File: src/rtl/cpu_types_pkg.sv
// Shared types for the ALU board-test front-end.
//   aluop_t      - 4-bit ALU opcode as driven onto the ALU interface
//   seq_state_t  - operand sequencer FSM states (encoding shown on LEDs)
//   KEY_*        - bit positions of the pushbuttons inside KEY[3:0]
//   sign_fill    - widens the 16-bit switch word using switch 16 as fill bit
package cpu_types_pkg;

  typedef enum logic [3:0] {
    ALU_SLL  = 4'h0,
    ALU_SRL  = 4'h1,
    ALU_ADD  = 4'h2,
    ALU_SUB  = 4'h3,
    ALU_AND  = 4'h4,
    ALU_OR   = 4'h5,
    ALU_XOR  = 4'h6,
    ALU_NOR  = 4'h7,
    ALU_SLT  = 4'h8,
    ALU_SLTU = 4'h9
  } aluop_t;

  typedef enum logic [2:0] {
    S_A    = 3'd0,
    S_B    = 3'd1,
    S_OP   = 3'd2,
    S_EXEC = 3'd3,
    S_SHOW = 3'd4
  } seq_state_t;

  localparam int KEY_ENTER = 0;
  localparam int KEY_REOP  = 1;
  localparam int KEY_BACK  = 2;
  localparam int KEY_CLEAR = 3;

  // Switch 16 replicates into the upper half so negative operands can be
  // entered from a 16-bit switch bank.
  function automatic logic [31:0] sign_fill(input logic [16:0] sw);
    return {{16{sw[16]}}, sw[15:0]};
  endfunction

endpackage

File: src/rtl/key_debounce.sv
// Synchroniser + debouncer for one raw active-low pushbutton.
//   clk_i    - system clock
//   rst_ni   - asynchronous active-low reset
//   key_i    - raw (asynchronous, bouncing) key level, 0 = pressed
//   press_o  - one-cycle pulse on each accepted press (debounced 1->0)
// SYNC_STAGES must be at least 2.
module key_debounce #(
  parameter int SYNC_STAGES     = 2,
  parameter int DEBOUNCE_CYCLES = 500000
) (
  input  logic clk_i,
  input  logic rst_ni,
  input  logic key_i,
  output logic press_o
);

  localparam int CW = (DEBOUNCE_CYCLES > 1) ? $clog2(DEBOUNCE_CYCLES) : 1;
  localparam logic [CW-1:0] CNT_MAX = CW'(DEBOUNCE_CYCLES - 1);

  logic [SYNC_STAGES-1:0] sync_q;
  logic                   level;
  logic [CW-1:0]          cnt_q, cnt_d;
  logic                   deb_q, deb_d;
  logic                   press_q, press_d;

  // Synchroniser idles at 1 so a reset never looks like a held key.
  always_ff @(posedge clk_i or negedge rst_ni) begin
    if (!rst_ni) sync_q <= '1;
    else         sync_q <= {sync_q[SYNC_STAGES-2:0], key_i};
  end

  assign level = sync_q[SYNC_STAGES-1];

  // Counter only advances over an unbroken run of disagreeing samples;
  // the level is accepted on the run's DEBOUNCE_CYCLES-th sample.
  always_comb begin
    cnt_d   = '0;
    deb_d   = deb_q;
    press_d = 1'b0;
    if (level != deb_q) begin
      if (cnt_q == CNT_MAX) begin
        deb_d   = level;
        press_d = deb_q;  // only the 1->0 flip is a press
      end else begin
        cnt_d = cnt_q + CW'(1);
      end
    end
  end

  always_ff @(posedge clk_i or negedge rst_ni) begin
    if (!rst_ni) begin
      cnt_q   <= '0;
      deb_q   <= 1'b1;
      press_q <= 1'b0;
    end else begin
      cnt_q   <= cnt_d;
      deb_q   <= deb_d;
      press_q <= press_d;
    end
  end

  assign press_o = press_q;

endmodule

File: src/rtl/alu_operand_sequencer.sv
// Board front-end that walks the user through A, B, opcode, execute, show.
//   CLK, nRST          - clock, asynchronous active-low reset
//   SW[17:0]           - raw switches: [15:0] data, [16] sign fill, [17] spare
//   KEY[3:0]           - raw active-low buttons: enter, re-op, back, clear
//   alu_port_o, alu_*  - ALU result and {negative, overflow, zero} flags
//   port_a/port_b      - registered operands to the ALU
//   opcode             - registered ALU opcode
//   alu_go             - high for the single EXEC cycle
//   result_q/flags_q   - result and flags captured in EXEC, for display
//   result_valid       - high while showing the result
//   state_o            - FSM state encoding, for LEDs
module alu_operand_sequencer
  import cpu_types_pkg::*;
#(
  parameter int DEBOUNCE_CYCLES = 500000,
  parameter int SYNC_STAGES     = 2
) (
  input  logic        CLK,
  input  logic        nRST,
  input  logic [17:0] SW,
  input  logic [3:0]  KEY,
  input  logic [31:0] alu_port_o,
  input  logic        alu_negative,
  input  logic        alu_overflow,
  input  logic        alu_zero,
  output logic [31:0] port_a,
  output logic [31:0] port_b,
  output aluop_t      opcode,
  output logic        alu_go,
  output logic [31:0] result_q,
  output logic [2:0]  flags_q,
  output logic        result_valid,
  output logic [2:0]  state_o
);

  logic [3:0]  press;
  logic [16:0] sw_sync_q [SYNC_STAGES];
  logic [16:0] sw_sync;
  logic        unused_sw;

  seq_state_t  state_q, state_d;
  logic [31:0] port_a_d, port_b_d, result_d;
  aluop_t      opcode_d;
  logic [2:0]  flags_d;

  assign unused_sw = SW[17];

  genvar gi;
  generate
    for (gi = 0; gi < 4; gi++) begin : g_key
      key_debounce #(
        .SYNC_STAGES    (SYNC_STAGES),
        .DEBOUNCE_CYCLES(DEBOUNCE_CYCLES)
      ) u_key (
        .clk_i  (CLK),
        .rst_ni (nRST),
        .key_i  (KEY[gi]),
        .press_o(press[gi])
      );
    end

    // Switches are levels sampled only on a press, so no debounce needed.
    for (gi = 0; gi < SYNC_STAGES; gi++) begin : g_sw_sync
      always_ff @(posedge CLK or negedge nRST) begin
        if (!nRST)        sw_sync_q[gi] <= '0;
        else if (gi == 0) sw_sync_q[gi] <= SW[16:0];
        else              sw_sync_q[gi] <= sw_sync_q[(gi == 0) ? 0 : gi-1];
      end
    end
  endgenerate

  assign sw_sync = sw_sync_q[SYNC_STAGES-1];

  // Within each state enter is tested before back/re-op, which together with
  // clear being tested first gives clear > enter > back > re-op.
  always_comb begin
    state_d  = state_q;
    port_a_d = port_a;
    port_b_d = port_b;
    opcode_d = opcode;
    result_d = result_q;
    flags_d  = flags_q;
    if (press[KEY_CLEAR]) begin
      state_d  = S_A;
      port_a_d = '0;
      port_b_d = '0;
      opcode_d = ALU_SLL;
      result_d = '0;
      flags_d  = '0;
    end else begin
      case (state_q)
        S_A: if (press[KEY_ENTER]) begin
          port_a_d = sign_fill(sw_sync);
          state_d  = S_B;
        end
        S_B: if (press[KEY_ENTER]) begin
          port_b_d = sign_fill(sw_sync);
          state_d  = S_OP;
        end else if (press[KEY_BACK]) begin
          state_d = S_A;
        end
        S_OP: if (press[KEY_ENTER]) begin
          opcode_d = aluop_t'(sw_sync[3:0]);
          state_d  = S_EXEC;
        end else if (press[KEY_BACK]) begin
          state_d = S_B;
        end
        S_EXEC: begin
          result_d = alu_port_o;
          flags_d  = {alu_negative, alu_overflow, alu_zero};
          state_d  = S_SHOW;
        end
        S_SHOW: if (press[KEY_ENTER]) begin
          state_d = S_A;
        end else if (press[KEY_REOP]) begin
          state_d = S_OP;
        end
        default: state_d = S_A;
      endcase
    end
  end

  always_ff @(posedge CLK or negedge nRST) begin
    if (!nRST) begin
      state_q  <= S_A;
      port_a   <= '0;
      port_b   <= '0;
      opcode   <= ALU_SLL;
      result_q <= '0;
      flags_q  <= '0;
    end else begin
      state_q  <= state_d;
      port_a   <= port_a_d;
      port_b   <= port_b_d;
      opcode   <= opcode_d;
      result_q <= result_d;
      flags_q  <= flags_d;
    end
  end

  // Decoded from state so a reset during EXEC drops the strobe at once.
  assign alu_go       = (state_q == S_EXEC);
  assign result_valid = (state_q == S_SHOW);
  assign state_o      = state_q;

endmodule
File: config.mk
export PLATFORM = sky130hd
export DESIGN_NAME = alu_operand_sequencer
export DESIGN_NICKNAME = d
export VERILOG_FILES = /design/src/rtl/cpu_types_pkg.sv /design/src/rtl/key_debounce.sv /design/src/rtl/alu_operand_sequencer.sv
export SDC_FILE = /design/constraint.sdc
export NUM_CORES = 1
export LEC_CHECK = 0
export ABC_AREA = 1
export BUFFER_PORTS_ARGS = -buffer_cell sky130_fd_sc_hd__buf_4
export CORE_ASPECT_RATIO = 1.4
export CORE_MARGIN = 2
export CORE_UTILIZATION = 52
export DETAILED_ROUTE_END_ITERATION = 10
export PLACE_DENSITY = 0.75
export SYNTH_ARGS = -nofsm -noshare
export SYNTH_HDL_FRONTEND = slang
export SYNTH_SLANG_ARGS = --single-unit
File: constraint.sdc
create_clock -name CLK -period 1.8 [get_ports CLK]
set_input_delay 0.18 -clock CLK [delete_from_list [all_inputs] [get_ports CLK]]
set_output_delay 0.18 -clock CLK [all_outputs]
set_load 0.01 [all_outputs]
======== Word level (Yosys, flattened, before mapping) ========
Index checks and enable logic that the tools add are counted.
operators by class
  reduce and logical (&&, ||, !) cells .... 14
  muxes and demuxes ....................... 37
  eq/ne operators ......................... 16
  add/sub/neg operators ................... 4
operators with widths
  operator               count
  $mux 32                7
  $mux 19                8
  $add 19x1->19 const B  4
  $eq 19x19->1 const B   4
  $mux 3                 10
  $pmux 3 s5             1
  $reduce_and 2->1       7
  $mux 4                 3
  $ne 4x1->1 const B     3
  $reduce_bool 2->1      5
  $mux 1                 8
  $eq 3x2->1 const B     2
  $ne 1x1->1             4
  $reduce_and 4->1       1
  $eq 3x1->1 const B     1
  $eq 3x3->1 const B     1
  $logic_not 3->1        1
  $ne 3x1->1 const B     1
word-level totals
  logic and storage cells ................. 95
  output and inout port bits .............. 108
  flip-flop bits (word level) ............. 232

======== Logic depth before layout (Yosys ltp) ========
Gate-level depths: netlist of the first run.
  depth after elaboration ................. 4
  depth in mapped cells ................... 9
  mapped depth without buffers ............ 9

======== By module ========
Synthesis of the first run repeated with hierarchy kept, for this count alone.
second synthesis, totals
  cells, all modules ...................... 1050
  area, all modules ....................... 9307.7 um^2
by module, submodules not included
  module                 area an instance (um^2)  times used  cells each  sequential area each (um^2)
  key_debounce           1221.2                   4           150         579.3
  alu_operand_sequencer  4423.0                   1           450         2752.6

======== Worst setup path before layout of the first run ========
OpenSTA, ideal clock, no wires.
  path type ............................... reg2reg
  start point ............................. reg g_key[3].u_key.cnt_q[0]
  end point ............................... reg g_key[3].u_key.cnt_q[11]
  path buffers ............................ 0
  arrival ................................. 1.231 ns
  stages on the path, launching flop included .. 9
  data required time ...................... 1.675 ns
  slack ................................... 0.444 ns
  cell sequence ........................... dfrtp_1 ha_1 nand2_1 nor2_4 nand3_1 inv_1 nand2_1 nand2_1 nor2_1
on the way
  cells in the longest elaborated chain, start to end .. 3
  elaborated cells between the ends (all ways) .. 4
  classes of those cells .................. add/sub: 1; eq/ne: 1; mux: 2
ends and longest elaborated chain
  what                                           line                                    RTL
  from (decl)                                    key_debounce.sv:22                      logic [CW-1:0] cnt_q, cnt_d;
  from (signal assigned)                         key_debounce.sv:56                      cnt_q <= cnt_d;
  $add 19x1->19 or $eq 19x19->1 (tied branches)  key_debounce.sv:45, key_debounce.sv:41
  $mux 19 (*)                                    key_debounce.sv:41                      if (cnt_q == CNT_MAX) begin
  $mux 19 (*)                                    key_debounce.sv:40                      if (level != deb_q) begin
  net g_key[3].u_key.cnt_d[11]                   key_debounce.sv:22
The timed path passes the listed nets; every way through them passes the cells marked *.
A chain may end at the register's enable or synchronous reset.

======== Worst setup path after layout of the first run ========
  start point ............................. reg state_q[1] (netlist: state_o[1])
  end point ............................... out result_valid
on the way
  cells in the longest elaborated chain, start to end .. 1
ends and longest elaborated chain
  what                    line                          RTL
  from (decl)             alu_operand_sequencer.sv:41   seq_state_t state_q, state_d;
  from (signal assigned)  alu_operand_sequencer.sv:132  state_q <= state_d;
  $eq 3x3->1              alu_operand_sequencer.sv:143  assign result_valid = (state_q == S_SHOW);
  to (decl)               alu_operand_sequencer.sv:32   output logic result_valid,
No other way between the ends.

==> metrics.yaml, run 1 <==
die_x_um: 119
grt_remaining_overflow: 0
multi_input_area_um2: 3650
p_sw_mw: 1.96
worst_pin_slew_ns: 0.592
fin_cells: 1631
ys_ff_latch: 202
clock.fmax_mhz: 596
vias: 8158
crit_type: "flip-flop to primary output"
drc: 0
finalWorstSetupSlack_ns: 0.121
status: "complete, no violations"
grt_start_max_net_pins: 54
clkLatencyLatePin_ns: 0.49
syn_area_per_cell_um2: 8.17
clockRootBuffer: "clkbuf_16"
register_area_um2: 5070
finalMaxSlewViolations: 0
grt_pass1_wl_um: 37200
period_minus_slack_ns: 1.68
setup_tns_ns: 0
grt_usage_pct: 23.0
initial_core_util_pct: 53.3
maxCapViolations: 0
fin_worst_skew_ns: 0.00983
path_clk_slew_ns: 0.07
post-route-period-util_pct: 93.3
drive_above_1_share_pct: 19.7
netlist_area_um2: 9590
holdCritPathClass: "input port to async pin"
end_kind: "primary output"
clock_path_buffers: 3
reg2reg_depth: 8
drt_iter0_markers: 558
place_ws_ns: 0.189
antenna_found_initial: 0
cts_tree: "done"
routed_wl_um: 22600
vias_per_cell: 5.00
cts_sinks: 202
routedWlPerCell_um: 13.8
first_global_vias: 7953
grt_setup_unrepaired: "false"
die_h_um: 165
synth_warnings: 0
p_leak_nw: 5.75
syn2layout_area_growth_pct: 26.4
crit_path_max_fanout: 7
synth_cell_type_count: 36
cp.arrival_ns: 1.50
p_seq_share_pct: 51.5
p_comb_share_pct: 4.7
post_cts_buffers: 0
io_pins: 167
dr.pass1.iters: 5
place_congestion: 0.928
finalHoldViolations: 0
num-fill-cells: 1522
seq_area_frac_synth_pct: 52.9
cellPowerDensity_nw_per_um2: 745
io_buffers: 165
pwr-share-clk_pct: 43.8
cts_buffers: 21
fp-row-count: 58
ir_drop_mv: 0.733
n_antenna_cell: 0
hpwl_um: 15600
slew_headroom_pct: 60.2
dieArea_um2: 19600
required_ns: 1.62
syn_inst: 1173
postRouteAntennaNets: 0
nets: 1441
coreArea_um2: 18000
cts_htree_levels: 1
switching_share_pct: 21.7
setup.worst_path.start_class: "flip-flop"
setup_violations: 0
dp.cells: 1539
p_int_mw: 7.07
synth.net_count: 1236
-- synthesized netlist by cell type (all sizes together) --
cell type  count  area share, %
o21ai         30            2.1
nor3          12           0.68
buf           46            3.7
a21oi         14           0.73
xor2          16            1.5
dfrtp        190             50
nand2        291             12
and2           3           0.20
o31ai          1           0.22
a31oi          1          0.065
xnor2         11            1.0
o22ai          2           0.13
clkbuf        10           0.39
nand3        143            7.6
ha             4           0.52
dfstp         12            3.3
o21a           2           0.16
nand3b         5           0.39
inv          127            5.0
nor3b          7           0.55
nor2         235            9.8
nand4         11           0.72
-- registers in the layout, indices dropped and copies added, names as in the netlist --
name and flops:
sw_sync 17, port_a 17, g_key.u_key.cnt_q 76, g_key.u_key.deb_q 4, port_b 17, result_q 32, state_o 3, g_key.u_key.press_o 4
sw_sync_q 17, flags_q 3, g_key.u_key.sync_q 8, opcode 4
-- power groups by stage --
stage                     Combinational [mW]  Sequential [mW]  Clock (mW)
after global routing                   0.472             4.66        4.27
after global placement                 0.318             4.73           0
final                                  0.423             4.65        3.95
after CTS                              0.429             4.65        4.05
after detailed placement               0.322             4.73           0
after floorplan                       0.0855             4.73           0
-- layout make-up --
| cell class | instances | share of cell area [%] |
|---|---|---|
| clock buffer | 26 | 4.66 |
| clock inverter | 10 | 0.547 |
| inverter | 127 | 3.95 |
| multi-input combinational | 788 | 30.1 |
| sequential | 202 | 41.9 |
| tap | 240 | 2.48 |
| timing repair buffer | 238 | 16.4 |
-- metrics by stage --
step | utilization [%] | power (mW) | instance area, um^2 | hold WS, ns
CTS | 67.4 | 9.13 | 12100 | 0.205
floorplan | - | 4.81 | 9590 | -0.116
global route | 67.3 | 9.40 | 12100 | 0.230
finish | 67.3 | 9.03 | 12100 | 0.207
detailed placement | 60.7 | 5.06 | 10900 | 0.163
global placement | 60.7 | 5.05 | 10900 | 0.159
-- routing by layer --
layer / GRT usage, % / share of wire [%] / vias up
met3: 2.97 / 4.2 / 74
met1: 28.2 / 41 / 3810
li1: - / - / 4043
met4: 9.52 / 3.9 / 0
met2: 41.2 / 51 / 231
met5: 0 / 0 / -
-- layout by cell type (no fill, tap or decap), types with 7 or more instances in the layout --
cell,netlist,final
a21oi_1,14,14
buf_4,34,176
clkbuf_16,0,21
dfrtp_1,190,188
dfstp_2,12,12
dlygate4sd3_1,0,57
inv_1,121,121
nand2_1,277,277
nand2_2,14,14
nand3_1,141,141
nand4_1,11,11
nor2_1,226,226
nor3_1,11,11
nor3b_1,7,7
o21ai_0,13,13
o21ai_2,13,13
xnor2_1,11,11
xor2_1,16,16
-- logic make-up (layout without fill, tap and decap cells) --
logic type | Yosys count | count (layout) | synth area share, %
AOI/OAI and AO/OA | 50 | 50 | 3.38
and+or+nand+nor | 707 | 707 | 31.7
xor gates and xnor gates | 27 | 27 | 2.47
adders and majority gates | 4 | 4 | 0.522
DFF | 202 | 202 | 52.9
buffers and inverters | 183 | 401 | 9.03
-- timing repair --
action,CTS,global route
hold endpoints to repair,99,0
hold buffers,57,0
setup endpoints to repair,1,1
gates resized for setup,3,0
-- critical path: stages (launching register included) --
cell and delay, ns:
dfrtp_2 0.47, nor3_1 0.34, buf_4 0.20
-- final timing paths --
kind	start	endpoint	slack, ns
min reg2reg	sw_sync_q[26]$_DFF_PN0_	sw_sync[9]$_DFF_PN0_	0.34
max in group asynchronous	nRST	g_key[0].u_key.sync_q[1]$_DFF_PN1_	0.87
max reg2reg	g_key[3].u_key.cnt_q[0]$_DFF_PN0_	g_key[3].u_key.cnt_q[11]$_DFF_PN0_	0.18
min	nRST	port_a[7]$_DFFE_PN0P_	0.21
min in group CLK	sw_sync_q[26]$_DFF_PN0_	sw_sync[9]$_DFF_PN0_	0.34
max	state_o[1]$_DFFE_PN0P_	result_valid	0.12
No activity file was read; power rests on OpenSTA's default activity.
==> run 2, diff against run 1 <==
ABC_AREA = not set   (was 1)
PLACE_DENSITY = 0.76   (was 0.75)
==> metrics.yaml, run 2 <==
num-fill-cells: 1134  # -25%
drc: 0  # unchanged
syn_inst: 825  # -30%
grt_usage_pct: 23.7  # +0.70 points
p_leak_nw: 5.10  # -11%
async_flop_share_pct: 100  # unchanged
initial_core_util_pct: 52.6  # -0.67 points
layout_common_cells: "215 x buf_4, 187 x dfrtp_1, 167 x nand2_1"
place_congestion: 0.880  # -5.2%
vias_per_cell: 5.38  # +7.5%
maxCapViolations: 0  # unchanged
routedWlPerCell_um: 16.1  # +16%
grt_pass1_wl_um: 33500  # -9.9%
post-route-period-util_pct: 100  # +6.9 points
violations: "negative setup slack"
ir_drop_mv: 0.584  # -20%
cts_sinks: 202  # unchanged
top_layer_used: "met4"
antenna_found_initial: 0  # unchanged
syn_area_per_cell_um2: 10.2  # +25%
fin_worst_skew_ns: 0.0135  # +0.00366 ns
postRouteAntennaNets: 0  # unchanged
cts_buffers: 19  # -9.5%
finalMaxSlewViolations: 0  # unchanged
clockRootBuffer: "clkbuf_16"
r2r_slack_ns: -0.004  # -0.18 ns
ys_ff_latch: 202  # unchanged
register_area_um2: 5070  # about the same
cp.arrival_ns: 2.20  # +0.70 ns
die_x_um: 112  # -6.0%
synthTopCellsByArea: "dfrtp_1 56%, nand2_1 7.5%, a21oi_1 5.5%"
period_minus_slack_ns: 1.80  # +0.125 ns
finalHoldViolations: 0  # unchanged
path_clk_slew_ns: 0.06  # about the same
nets: 1119  # -22%
hpwl_um: 13400  # -14%
final_common_cell: "buf_4"
synth_warnings: 0  # unchanged
grt_remaining_overflow: 0  # unchanged
grt_start_max_net_pins: 58  # +7.4%
reg_top3: "g_key.u_key.cnt_q (76), result_q (32)"
die_h_um: 155  # -6.1%
synth_common_cells: "190 x dfrtp_1, 168 x nand2_1, 92 x a21oi_1, 65 x nor2_1"
cellPowerDensity_nw_per_um2: 785  # +5.4%
largest_register_ffs: 76  # unchanged
clock.fmax_mhz: 554  # -6.9%
clock_path_buffers: 3  # unchanged
dieArea_um2: 17300  # -12%
synth_cell_type_count: 49  # +36%
fp-row-count: 55  # -5.2%
synth_top_area_share_pct: 56.4  # +6.8 points
synth_edf_count: 0  # unchanged
ys.flop_type: "dfrtp_1"
end_kind: "flip-flop"
finalWorstSetupSlack_ns: -0.00358  # -0.125 ns
top_register: "g_key.u_key.cnt_q"
drive_above_1_share_pct: 26.5  # +6.8 points
hold-worst-slack_ns: 0.00782  # -0.199 ns
dr_wl_met2_um: 10500  # -8.8%
coreArea_um2: 16000  # -11%
vias: 6815  # -16%
slew_headroom_pct: 68.2  # +7.9 points
wl_met3_um: 1230  # +29%
crit_path_max_fanout: 6  # -1
place_ws_ns: -0.0179  # -0.207 ns
synth.net_count: 888  # -28%
dr.pass1.iters: 4  # -1
met1_length_um: 7820  # -15%
seq_area_frac_synth_pct: 60.1  # +7.2 points
worst_pin_slew_ns: 0.477  # -0.115 ns
netlist_area_um2: 8430  # -12%
drt_iter0_markers: 440  # -21%
clkLatencyLatePin_ns: 0.48  # about the same
setup_violations: 1  # +1
syn2layout_area_growth_pct: 33.1
cts_htree_levels: 1  # unchanged
crit_type: "flip-flop to flip-flop"
cts_tree: "done"
grt_setup_unrepaired: "true"
holdCritPathClass: "input port to flip-flop"
setup.worst_path.start_class: "flip-flop"
setup_tns_ns: -0.00358  # -0.00358 ns
status: "finished, violations left"
first_global_vias: 6801  # -14%
synth_most_common_cell: "dfrtp_1"
io_buffers: 165  # unchanged
required_ns: 2.20  # +0.58 ns
n_antenna_cell: 0  # unchanged
yosys.area.top_type: "dfrtp_1"
multi_input_area_um2: 3020  # -17%
routed_wl_um: 20400  # -9.8%
io_pins: 167  # unchanged
-- run 2: changes by cell type after synthesis, moves of 14 or more --
cell	delta
nand2_2	-14
inv_1	-109
nand3_1	-118
a21oi_1	+78
nand2_1	-109
nor2_1	-161
nor4_1	+14
clkbuf_1	+20
xnor2_1	+15
-- run 2: metrics by stage --
stage               instance area [um^2]  total power [mW]  util (%)  cells
floorplan                           8470              4.80         -    825
global placement                   10000              5.04      62.5   1174
detailed placement                 10000              5.05      62.5   1174
CTS                                11200              8.89      69.6   1262
global route                       11200              9.15      70.0   1267
finish                             11200              8.82      70.0   1267
-- run 2: path summary, 6_finish.rpt --
check                                                  startpoint                                  to  depth (start not counted)
worst max-delay path            g_key[2].u_key.cnt_q[0]$_DFF_PN0_  g_key[2].u_key.cnt_q[17]$_DFF_PN0_                          5
min in group asynchronous                                    nRST             sw_sync_q[23]$_DFF_PN0_                          2
worst min register to register            sw_sync_q[29]$_DFF_PN0_               sw_sync[12]$_DFF_PN0_                          0
worst min-delay path                               alu_port_o[13]            result_q[13]$_DFFE_PN0P_                          3
worst max register to register  g_key[2].u_key.cnt_q[0]$_DFF_PN0_  g_key[2].u_key.cnt_q[17]$_DFF_PN0_                          5
max in group asynchronous                                    nRST  g_key[3].u_key.sync_q[0]$_DFF_PN1_                          3
-- run 2: cell type report --
class	count	share of cell area, %
Timing Repair Buffer	275	20.1
Multi-Input combinational cell	545	26.9
Inverter	13	0.457
Sequential cell	202	45.2
Clock buffer	33	5.15
Tap cell	199	2.22
-- run 2: timing repair --
| item | 4_1_cts | 5_1_grt |
|---|---|---|
| gates resized for setup | 2 | 9 |
| cloned | 0 | 0 |
| setup endpoints to repair | 2 | 32 |
| endpoints found under the hold margin | 103 | 0 |
| hold buffers | 55 | 0 |
| buffers inserted | 0 | 5 |
| pin swaps | 0 | 5 |
-- run 2: cells by family after synthesis --
family                   share of synthesized area (%)
AO/OA/AOI/OAI                                     7.52
XOR/XNOR                                          5.50
adder cells (fa/ha/maj)                          0.593
buffers and inverters                             4.88
flip-flops                                        60.1
multiplexers                                      1.01
AND/OR/NAND/NOR                                   20.4
-- run 2: critical path, stage by stage (launching register included) --
cell	delay (ns)
dfrtp_1	0.40
buf_4	0.13
nand2_1	0.07
or4_4	0.52
or4_1	0.48
a21oi_1	0.14
-- run 2: power by group --
| group | switching [mW] | leakage [nW] | internal, mW | total, mW |
|---|---|---|---|---|
| logic | 0.188 | 2.32 | 0.221 | 0.409 |
| clock network | 1.58 | 0.281 | 2.17 | 3.75 |
| registers | 0.0452 | 2.50 | 4.62 | 4.66 |
| total | 1.81 | 5.10 | 7.00 | 8.82 |
-- run 2: routing by layer --
metal	global-route usage, %	up-vias
met5	0	-
met4	10.2	0
met3	4.04	51
met2	42.0	233
met1	28.6	3315
li1	-	3216
==> run 3, diff against run 2 <==
BUFFER_PORTS_ARGS = -buffer_cell sky130_fd_sc_hd__buf_2   (was -buffer_cell sky130_fd_sc_hd__buf_4)
RECOVER_POWER = 100   (was not set)
SLEW_MARGIN = 20   (was not set)
==> metrics.yaml, run 3 (synthesis gave the netlist of run 2 again) <==
io_pins: 167  # unchanged
routedWlPerCell_um: 15.5  # -3.4%
p_leak_nw: 5.02  # -1.6%
largest_register_ffs: 76  # unchanged
maxCapViolations: 0  # unchanged
first_global_vias: 6651  # -2.2%
crit_type: "flip-flop to flip-flop"
final_common_cell: "dfrtp_1"
finalMaxSlewViolations: 0  # unchanged
fin_worst_skew_ns: 0.00741  # -0.00608 ns
path_clk_slew_ns: 0.06  # about the same
r2r_slack_ns: 0.02  # +0.03 ns
design_area_um2: 10900  # -3.0%
reg_top3: "g_key.u_key.cnt_q (76), result_q (32)"
setup.worst_path.start_class: "flip-flop"
cp.arrival_ns: 2.19  # about the same
cts_buffers: 20  # +1
status: "complete, no violations"
die_x_um: 112  # unchanged
place_area_um2: 9660  # -3.7%
grt_remaining_overflow: 0  # unchanged
worst_pin_slew_ns: 1.10  # +0.626 ns
n_antenna_cell: 0  # unchanged
antenna_found_initial: 0  # unchanged
layout_common_cells: "187 x dfrtp_1, 167 x nand2_1, 161 x buf_2"
cts_htree_levels: 1  # unchanged
finalHoldViolations: 0  # unchanged
required_ns: 2.21  # about the same
reg2reg_depth: 5  # unchanged
cts_tree: "done"
slew_headroom_pct: 26.4  # -42 points
coreArea_um2: 16000  # unchanged
end_kind: "flip-flop"
r2r-end: "g_key[2].u_key.cnt_q[16]$_DFF_PN0_"
postRouteAntennaNets: 0  # unchanged
path_cells: "ha_2, nand4_1, or4_4, or3_4, a21oi_2"
die_h_um: 155  # unchanged
period_minus_slack_ns: 1.78  # -0.0262 ns
slowest_delay_ns: 0.52  # about the same
drt_iter0_markers: 530  # +20%
cts_sinks: 202  # unchanged
finalPower_mw: 9.19  # +4.3%
vias_per_cell: 5.35  # -0.48%
ir_drop_mv: 0.867  # +49%
vias: 6782  # -0.48%
worstHoldStart: "alu_port_o[10]"
grt_start_max_net_pins: 49  # -16%
hold_end: "result_q[10]$_DFFE_PN0P_"
nets: 1118  # -0.089%
crit_path_max_fanout: 4  # -2
holdCritPathClass: "input port to flip-flop"
place_congestion: 0.816  # -7.2%
num-fill-cells: 1175  # +3.6%
initial_core_util_pct: 52.6  # unchanged
cp_slowest_cell: "or4_4"
syn2layout_area_growth_pct: 29.2
clock_path_buffers: 3  # unchanged
setup_violations: 0  # -1
dieArea_um2: 17300  # unchanged
fp-row-count: 55  # unchanged
drive_above_1_share_pct: 26.8  # +0.28 points
clockRootBuffer: "clkbuf_16"
cellPowerDensity_nw_per_um2: 844  # +7.4%
grt_usage_pct: 22.6  # -1.2 points
r2r_start: "g_key[2].u_key.cnt_q[0]$_DFF_PN0_"
grt_pass1_wl_um: 32300  # -3.6%
dr.pass1.iters: 5  # +1
clkLatencyLatePin_ns: 0.48  # about the same
clock.fmax_mhz: 563  # +1.5%
hpwl_um: 13100  # -1.7%
holdPathStages: 3  # unchanged
drc: 0  # unchanged
crit_start: "g_key[2].u_key.cnt_q[0]$_DFF_PN0_"
top_register: "g_key.u_key.cnt_q"
routed_wl_um: 19700  # -3.4%
io_buffers: 165  # unchanged
post-route-period-util_pct: 98.7  # -1.5 points
run 3: cell count changes in the layout (fill, tap and decap cells not counted), moves of 2 or more:
cell,delta
buf_4,-171
buf_2,+161
clkinv_2,+5
clkbuf_8,-4
buf_6,+3
bufinv_16,+2
clkbuf_1,-2
clkbuf_16,+2
clkbuf_2,+2
nor4_2,+2
run 3: layout make-up:
| type | instances | area (um^2) | area share (%) |
|---|---|---|---|
| sequential | 202 | 5070 | 46.6 |
| multi-input combinational | 545 | 3020 | 27.7 |
| timing repair buffer | 273 | 1840 | 16.9 |
| clock buffer | 27 | 568 | 5.21 |
| tap | 199 | 249 | 2.28 |
| clock inverter | 8 | 93.8 | 0.861 |
| inverter | 13 | 51.3 | 0.471 |
run 3: timing repair:
action / CTS / global route
hold endpoints to repair: 95 / 0
setup buffers: 1 / 3
hold buffers: 55 / 0
cloned: 0 / 0
setup endpoints to repair: 3 / 27
gates resized for setup: 2 / 9
pin swaps: 0 / 2
run 3: layer usage:
metal | vias to the layer above | wire length (um) | GRT usage (%)
met5 | - | 0 | 0
met1 | 3272 | 7810 | 27.9
met2 | 252 | 10200 | 40.7
li1 | 3221 | - | -
met4 | 0 | 561 | 7.29
met3 | 37 | 1140 | 3.37
run 3: worst max-delay path by stage:
| stage | end | depth (start not counted) |
|---|---|---|
| 6_report | g_key[2].u_key.cnt_q[16]$_DFF_PN0_ | 5 |
| 5_1_grt | g_key[2].u_key.cnt_q[16]$_DFF_PN0_ | 5 |
| 4_1_cts | g_key[2].u_key.cnt_q[16]$_DFF_PN0_ | 5 |
| 3_5_place_dp | g_key[2].u_key.cnt_q[16]$_DFF_PN0_ | 5 |
| 3_3_place_gp | g_key[2].u_key.cnt_q[16]$_DFF_PN0_ | 5 |
| 2_1_floorplan | g_key[2].u_key.cnt_q[16]$_DFF_PN0_ | 5 |
run 3: metrics by stage:
stage	worst slack (ns)	hold slack, ns	utilization, %	TNS (ns)	cells
floorplan	-0.0515	-0.116	-	-0.139	825
detailed placement	-0.0293	0.144	60.2	-0.0293	1173
CTS	0.00561	0.0144	67.9	0	1264
finish	0.0226	0.0391	68.0	0	1267
global placement	0.0517	0.145	60.2	0	1173
global route	-0.0204	0.0343	68.0	-0.0226	1267
run 3: critical path, delay by kind of cell, from the launching register on:
family / cells / cell delay, ns
DFF: 1 / 0.39
AOI/OAI and AO/OA: 1 / 0.15
and+or+nand+nor: 3 / 0.97
adders and majority gates: 1 / 0.19
run 3: report_power, final:
group          internal [mW]  switching, mW
combinational          0.180          0.183
clock                   2.50           1.67
sequential              4.62         0.0442
total                   7.30           1.89
